### src/rtl/pwm_pkg.sv
// Shared definitions for the PWM period/high-time decoder.
package pwm_pkg;

    localparam int unsigned COUNTER_BITS_DEFAULT = 8;

    typedef enum logic [1:0] {
        IDLE = 2'd0,
        HIGH = 2'd1,
        LOW  = 2'd2
    } pwm_state_e;

endpackage

### src/rtl/pwm_edge_detect.sv
// Two-flop synchronizer for an asynchronous input plus a third flop for edge detection.
module pwm_edge_detect (
    input  logic clk,
    input  logic reset,
    input  logic din,
    output logic rise,
    output logic fall,
    output logic level
);

    logic s1_q, s2_q, s3_q;

    always_ff @(posedge clk) begin
        if (reset) begin
            s1_q <= 1'b0;
            s2_q <= 1'b0;
            s3_q <= 1'b0;
        end else begin
            s1_q <= din;
            s2_q <= s1_q;
            s3_q <= s2_q;
        end
    end

    assign rise  = s2_q & ~s3_q;
    assign fall  = ~s2_q & s3_q;
    assign level = s2_q;

endmodule

### src/rtl/pwm_decoder.sv
// Measures period and high time of a PWM input in clk cycles; pulses valid per full
// period and timeout when a measurement saturates before the closing rising edge.
module pwm_decoder
    import pwm_pkg::*;
#(
    parameter int unsigned counter_bits = COUNTER_BITS_DEFAULT
) (
    input  logic                    clk,
    input  logic                    reset,
    input  logic                    enable,
    input  logic                    pwm_in,
    output logic [counter_bits-1:0] period_out,
    output logic [counter_bits-1:0] high_out,
    output logic                    valid,
    output logic                    timeout
);

    localparam logic [counter_bits-1:0] CNT_MAX = '1;
    localparam logic [counter_bits-1:0] CNT_ONE = counter_bits'(1);

    logic rise, fall, level_unused;

    pwm_edge_detect u_edge (
        .clk   (clk),
        .reset (reset),
        .din   (pwm_in),
        .rise  (rise),
        .fall  (fall),
        .level (level_unused)
    );

    pwm_state_e              state_q, state_d;
    logic [counter_bits-1:0] cnt_q, cnt_d;
    logic [counter_bits-1:0] high_lat_q, high_lat_d;
    logic [counter_bits-1:0] period_q, period_d;
    logic [counter_bits-1:0] high_q, high_d;
    logic                    valid_q, valid_d;
    logic                    timeout_q, timeout_d;

    logic                    cnt_sat;
    logic [counter_bits-1:0] cnt_inc;

    // Counter saturates at its maximum; a fall landing exactly there keeps it pinned.
    assign cnt_sat = (cnt_q == CNT_MAX);
    assign cnt_inc = cnt_sat ? cnt_q : cnt_q + CNT_ONE;

    always_ff @(posedge clk) begin
        if (reset) begin
            state_q    <= IDLE;
            cnt_q      <= '0;
            high_lat_q <= '0;
            period_q   <= '0;
            high_q     <= '0;
            valid_q    <= 1'b0;
            timeout_q  <= 1'b0;
        end else begin
            state_q    <= state_d;
            cnt_q      <= cnt_d;
            high_lat_q <= high_lat_d;
            period_q   <= period_d;
            high_q     <= high_d;
            valid_q    <= valid_d;
            timeout_q  <= timeout_d;
        end
    end

    always_comb begin
        state_d    = state_q;
        cnt_d      = cnt_q;
        high_lat_d = high_lat_q;
        period_d   = period_q;
        high_d     = high_q;
        valid_d    = 1'b0;
        timeout_d  = 1'b0;

        if (!enable) begin
            state_d = IDLE;
            cnt_d   = '0;
        end else begin
            case (state_q)
                IDLE: begin
                    if (rise) begin
                        state_d = HIGH;
                        cnt_d   = CNT_ONE;
                    end
                end
                HIGH: begin
                    if (fall) begin
                        state_d    = LOW;
                        high_lat_d = cnt_q;
                        cnt_d      = cnt_inc;
                    end else if (cnt_sat) begin
                        state_d   = IDLE;
                        cnt_d     = '0;
                        timeout_d = 1'b1;
                    end else begin
                        cnt_d = cnt_inc;
                    end
                end
                LOW: begin
                    // A closing rise wins over saturation in the same cycle.
                    if (rise) begin
                        state_d  = HIGH;
                        period_d = cnt_q;
                        high_d   = high_lat_q;
                        valid_d  = 1'b1;
                        cnt_d    = CNT_ONE;
                    end else if (cnt_sat) begin
                        state_d   = IDLE;
                        cnt_d     = '0;
                        timeout_d = 1'b1;
                    end else begin
                        cnt_d = cnt_inc;
                    end
                end
                default: begin
                    state_d = IDLE;
                    cnt_d   = '0;
                end
            endcase
        end
    end

    assign period_out = period_q;
    assign high_out   = high_q;
    assign valid      = valid_q;
    assign timeout    = timeout_q;

endmodule

### config.mk
export PLATFORM = sky130hd
export DESIGN_NAME = pwm_decoder
export DESIGN_NICKNAME = d
export VERILOG_FILES = /design/src/rtl/pwm_pkg.sv /design/src/rtl/pwm_edge_detect.sv /design/src/rtl/pwm_decoder.sv
export SDC_FILE = /design/constraint.sdc
export NUM_CORES = 1
export LEC_CHECK = 0
export ABC_AREA = 0
export BUFFER_PORTS_ARGS = -buffer_cell sky130_fd_sc_hd__buf_2
export CORE_MARGIN = 10
export CORE_UTILIZATION = 50
export DETAILED_ROUTE_END_ITERATION = 7
export PLACE_DENSITY = 0.75
export SLEW_MARGIN = 20
export SYNTH_ARGS = -nofsm -noshare
export SYNTH_HDL_FRONTEND = slang
export SYNTH_SLANG_ARGS = --single-unit
### constraint.sdc
create_clock -name clk -period 1.82 [get_ports clk]
set_clock_uncertainty 0.05 [all_clocks]
set_input_delay 0.273 -clock clk [delete_from_list [all_inputs] [get_ports clk]]
set_output_delay 0.273 -clock clk [all_outputs]
set_load 0.01 [all_outputs]
==> impl_metrics.json, run 1 <==
{
  "synthAdderAreaFrac": 0.0426,
  "synth_xor_area_frac": 0,
  "rr_startpoint": "cnt_q[1]",
  "yosys.area_share.simple": 0.272,
  "netlist_instances": 221,
  "multi_input_area_um2": 947,
  "register_area_um2": 792,
  "synth_area_leader_cell": "dfxtp_1",
  "avgSynthCellArea_um2": 7.98,
  "synthesis.nets": 231,
  "ys_warn_count": 0,
  "drive_gt1_frac": 0.275,
  "ioPinCount": 22,
  "synth_top_family_by_area": "simple AND/OR/NAND/NOR gates",
  "numCtsBuffers": 5,
  "dr.pass1.iters": 4,
  "synth.area.top_cells": "dfxtp_1, nand2_1, a21oi_1, ha_1, nor3_1",
  "grt_pass1_wl_um": 6890,
  "final_cell_area_um2": 2140,
  "worst_slew_pin_slew_ns": 0.436,
  "maxCapViolations": 0,
  "placed_cell_area_um2": 2030,
  "min_path_type": "in -> reg",
  "core_region_area_um2": 3360,
  "yosysMostFrequentCell": "nand2_1",
  "fin_cells": 304,
  "vias_per_cell": 5.51,
  "r2r_setup_slack_ns": 0.04,
  "rsz0062_at_grt": "true",
  "setup_violations": 0,
  "grt_max_degree": 28,
  "dieArea_um2": 6300,
  "fmax_mhz": 563,
  "seq_power_share": 0.636,
  "rows": 21,
  "grt.overflow.total": 0,
  "relSlewSlack": 0.707,
  "cp-start-kind": "register",
  "fillers": 321,
  "crit_type": "reg -> reg",
  "hpwlAfterDp_um": 3060,
  "nets": 267,
  "cp_data_arrival_time_ns": 1.94,
  "antenna_found_initial": 0,
  "drcViolationCount": 0,
  "cts_tree": "built",
  "netlist_top_cells_count": "nand2_1, dfxtp_1, a21oi_1",
  "yosysTopAreaCellShare": 0.443,
  "power_w": 0.00135,
  "clk_pin_slew_ns": 0.11,
  "ys_seq_elements": 39,
  "wl_um": 4230,
  "cellInternalPower_w": 0.00103,
  "hold_path_depth": 2,
  "p_clk_frac": 0.315,
  "drv_slew": 0,
  "post-route-util": 0.637,
  "cts.sinks": 39,
  "power_frac_comb": 0.048,
  "ys.flop_type": "dfxtp_1",
  "dieHeight_um": 79.4,
  "cellPowerDensity_nw_per_um2": 630,
  "switching_share": 0.238,
  "clk_latency_ns": 0.35,
  "synth_async_sr_flop_share": 0,
  "place.port_buffers": 21,
  "antenna_cells": 0,
  "synth-edff-count": 0,
  "fin_crit_sh": 0.976,
  "htreeDepth": 2,
  "synth_area_um2": 1760,
  "status": "finished clean",
  "cp_max_fo": 5,
  "endpoint_kind": "register",
  "synthDistinctLibCells": 44,
  "initial_core_util": 0.525,
  "hold_violations": 0,
  "worst_hold_startpoint": "pwm_in",
  "cts_hold_buf": 0,
  "cellLeakagePower_nw": 0.799,
  "muxShareOfSynthArea": 0,
  "ff2ff_path_depth": 9,
  "p_sw_w": 0.000321,
  "first_iter_violations": 61,
  "ys_seq_area_frac": 0.443,
  "ant_nets": 0,
  "cts-root-buf": "clkbuf_4",
  "holdPathEnd": "u_edge.s1_q",
  "grt_pass1_vias": 1511,
  "whs_ns": 0.0790,
  "die_w_um": 79.4,
  "cp.required_ns": 1.99,
  "finalCriticalPeriod_ns": 1.78,
  "wl_per_cell_um": 13.9,
  "vias": 1676,
  "syn2layout_area_growth_pct": 21.5,
  "place_congestion": 0.824,
  "clockBufferDepth": 2,
  "worstReg2RegEnd": "cnt_q[0]",
  "ir_worst_vdd_mv": 0.409,
  "synth_compound_gate_area_share": 0.196,
  "track_usage": 0.136,
  "dp_cells": 293
}
per-stage QoR:
step / setup WS (ns) / setup TNS, ns
detailed placement: 0.0103 / 0
global route: -0.0650 / -0.248
CTS: 0.00568 / 0
floorplan: 0.00485 / 0
finish: 0.0443 / 0
global placement: 0.0574 / 0
repair_timing:
action,in CTS,in global routing
pin swaps,0,4
resized for setup,2,8
setup endpoints to repair,1,17
buffers inserted,0,3
hold endpoints to repair,0,0
cells by family (layout without fill, tap and decap cells):
group,after synthesis,after routing
flip-flops,39,39
AO/OA/AOI/OAI,57,57
buffers and inverters,20,57
AND/OR/NAND/NOR,99,99
adder cells (fa/ha/maj),6,6
final cells by class:
cell class / instances / share of cell area
clock buffer: 6 / 0.0193
clock inverter: 2 / 0.00584
sequential: 39 / 0.370
multi-input combinational: 162 / 0.442
timing repair buffer: 43 / 0.126
inverter: 6 / 0.0105
tap: 46 / 0.0269
flip-flops by register name, indices dropped and copies added, names as in the netlist:
register      count
state_q           2
u_edge.s3_q       1
high_out          8
u_edge.level      1
timeout           1
period_out        8
cnt_q             8
high_lat_q        8
valid             1
u_edge.s1_q       1
layer usage:
layer  wire length, um  vias to the layer above  track usage
met5                 0                        -            0
met4                99                        0       0.0645
met3               301                       10       0.0518
met2              2040                       52        0.225
met1              1790                      775        0.150
li1                  -                      839            -
layout by cell type (no fill, tap or decap), types with 2 or more instances in the layout:
cell / n
nor2b_1: 3
dfxtp_4: 2
inv_2: 2
inv_1: 4
nand3_1: 4
nand2_1: 56
nand2b_1: 2
nor3_2: 2
ha_1: 3
a221oi_2: 2
o21ai_0: 3
nand4_1: 3
a211oi_1: 3
dfxtp_2: 3
a21oi_1: 34
o31ai_1: 2
buf_2: 21
ha_4: 2
clkbuf_4: 5
a22oi_1: 2
a21oi_2: 2
buf_4: 22
nor3_1: 6
and2_1: 2
and4_1: 2
a31oi_1: 2
dfxtp_1: 34
nor2_1: 8
power groups by stage:
stage          Combinational, W  Clock (W)  Sequential, W
5_1_grt               0.0000717   0.000463       0.000860
3_3_place_gp          0.0000601          0       0.000878
4_1_cts               0.0000608   0.000440       0.000859
6_report              0.0000652   0.000425       0.000859
2_1_floorplan         0.0000408          0       0.000878
3_5_place_dp          0.0000605          0       0.000879
worst max-delay path, stage by stage, from the launching register on:
cell	delay (ns)
dfxtp_4	0.39
ha_4	0.15
nand4_1	0.11
nor2_2	0.17
inv_2	0.05
ha_1	0.19
a22oi_1	0.14
o22ai_1	0.09
o31ai_1	0.21
a21oi_1	0.09
worst max path at each step:
stage	start	end	cells after the start
floorplan	cnt_q[1]	cnt_q[0]	9
global placement	state_q[0]	cnt_q[7]	6
detailed placement	state_q[1]	cnt_q[7]	6
CTS	cnt_q[1]	cnt_q[0]	9
global route	state_q[1]	cnt_q[2]	7
finish	cnt_q[1]	cnt_q[0]	9
(Power assumes the default switching activity.)
==> run 2, diff against run 1 <==
--- a/config.mk
+++ b/config.mk
@@ -10,7 +10,7 @@
 export CORE_MARGIN = 10
 export CORE_UTILIZATION = 50
 export DETAILED_ROUTE_END_ITERATION = 7
-export PLACE_DENSITY = 0.75
+export PLACE_DENSITY = 0.72
 export SLEW_MARGIN = 20
 export SYNTH_ARGS = -nofsm -noshare
 export SYNTH_HDL_FRONTEND = slang
==> constraint.sdc (replaced) <==
create_clock -name clk -period 2.1 [get_ports clk]
set_clock_uncertainty 0.05 [all_clocks]
set_input_delay 0.525 -clock clk [delete_from_list [all_inputs] [get_ports clk]]
set_output_delay 0.525 -clock clk [all_outputs]
set_load 0.01 [all_outputs]
==> impl_metrics.json, run 2 (synthesis gave the netlist of run 1 again) <==
{
  "status": "finished clean",
  "setup_violations": 0,
  "wl_um": 4030,
  "min_path_type": "in -> reg",
  "r2r_setup_slack_ns": 0.20,
  "p_sw_w": 0.000286,
  "worstReg2RegEnd": "cnt_q[7]",
  "syn2layout_area_growth_pct": 16.4,
  "cp_data_arrival_time_ns": 2.12,
  "clockBufferDepth": 2,
  "p_clk_frac": 0.386,
  "mostFrequentLayoutCells": "nand2_1, dfxtp_1, a21oi_1",
  "endpoint_kind": "register",
  "initial_core_util": 0.525,
  "wl_per_cell_um": 13.7,
  "ioPinCount": 22,
  "ir_worst_vdd_mv": 0.370,
  "globalRouteMet3Util": 0.0394,
  "rsz0062_at_grt": "false",
  "dieArea_um2": 6300,
  "switching_share": 0.221,
  "rr_startpoint": "state_q[0]",
  "rows": 21,
  "die_w_um": 79.4,
  "hold_path_depth": 2,
  "hold_violations": 0,
  "fin_crit_sh": 0.906,
  "placed_cell_area_um2": 1960,
  "cellLeakagePower_nw": 0.765,
  "seq_power_share": 0.576,
  "drcViolationCount": 0,
  "holdPathEnd": "u_edge.s3_q",
  "fillers": 344,
  "cellInternalPower_w": 0.00101,
  "clk_latency_ns": 0.35,
  "cts-root-buf": "clkbuf_4",
  "dr.pass1.iters": 4,
  "vias_per_cell": 5.40,
  "power_frac_comb": 0.038,
  "grt.overflow.total": 0,
  "place_congestion": 0.804,
  "grt.met1_usage": 0.168,
  "cellPowerDensity_nw_per_um2": 631,
  "place.port_buffers": 21,
  "final_cell_area_um2": 2050,
  "cts.sinks": 39,
  "grt_max_degree": 27,
  "drive_gt1_frac": 0.213,
  "core_region_area_um2": 3360,
  "cp.required_ns": 2.32,
  "antenna_found_initial": 0,
  "htreeDepth": 2,
  "cts_tree": "built",
  "cp_max_fo": 7,
  "fmax_mhz": 526,
  "grt_pass1_wl_um": 6870,
  "grt_use_met2": 0.199,
  "finalCriticalPeriod_ns": 1.90,
  "relSlewSlack": 0.698,
  "first_iter_violations": 125,
  "antenna_cells": 0,
  "nets": 258,
  "drv_slew": 0,
  "worst_slew_pin_slew_ns": 0.453,
  "crit_type": "reg -> reg",
  "worst_hold_startpoint": "reset",
  "hpwlAfterDp_um": 2910,
  "clk_pin_slew_ns": 0.12,
  "numCtsBuffers": 5,
  "final.setup.tns_ns": 0,
  "ant_nets": 0,
  "grt_pass1_vias": 1506,
  "vias": 1594,
  "final_common_cell": "nand2_1",
  "dieHeight_um": 79.4,
  "whs_ns": 0.314,
  "grt-busiest-layer": "met2",
  "post-cts-setup-buffers": 0,
  "maxCapViolations": 0,
  "track_usage": 0.133,
  "ff2ff_path_depth": 6,
  "cp-start-kind": "register"
}
==> run 2: per-stage QoR <==
| step | setup WS [ns] | util | instances | power, W |
|---|---|---|---|---|
| after floorplan | 0.0964 | - | 221 | 0.000798 |
| after global placement | 0.248 | 0.584 | 287 | 0.000811 |
| after detailed placement | 0.220 | 0.584 | 287 | 0.000812 |
| after CTS | 0.185 | 0.608 | 295 | 0.00131 |
| after global routing | 0.00887 | 0.610 | 295 | 0.00134 |
| final | 0.198 | 0.610 | 295 | 0.00130 |
==> run 2: power by group through the flow <==
stage               combinational, W  sequential, W  clock [W]
detailed placement         0.0000488       0.000763          0
finish                     0.0000495       0.000746   0.000500
global placement           0.0000481       0.000763          0
global route               0.0000556       0.000748   0.000537
floorplan                  0.0000352       0.000763          0
CTS                        0.0000490       0.000746   0.000510
==> run 2: worst max-delay path by stage <==
stage / from / to / cells after the start
floorplan: cnt_q[1] / cnt_q[0] / 9
CTS: state_q[1] / cnt_q[2] / 7
detailed placement: cnt_q[0] / cnt_q[0] / 9
global route: cnt_q[0] / cnt_q[0] / 9
finish: state_q[0] / cnt_q[7] / 6
global placement: state_q[0] / cnt_q[7] / 6
==> run 2: layout make-up <==
cell class                 count  area (um2)  area share
multi-input combinational    162         908       0.442
sequential                    39         781       0.380
timing repair buffer          34         203      0.0987
tap                           46        57.6      0.0280
clock inverter                 3        43.8      0.0213
clock buffer                   5        37.5      0.0183
inverter                       6        22.5      0.0110
==> run 2: repair_timing <==
action	CTS	global route
endpoints found under the setup margin	0	2
resized for setup	0	2
hold buffers	0	0
==> run 2: per-layer routing <==
| layer | routed length [um] | part of all wire |
|---|---|---|
| met3 | 268 | 0.067 |
| met5 | 0 | 0 |
| met2 | 1800 | 0.45 |
| met4 | 78 | 0.019 |
| met1 | 1880 | 0.47 |
==> run 2: critical path, stage by stage (launching register included) <==
cell	delay, ns
dfxtp_1	0.40
inv_1	0.08
ha_1	0.30
a21oi_2	0.21
nand2b_1	0.09
or4_4	0.48
a221oi_2	0.23
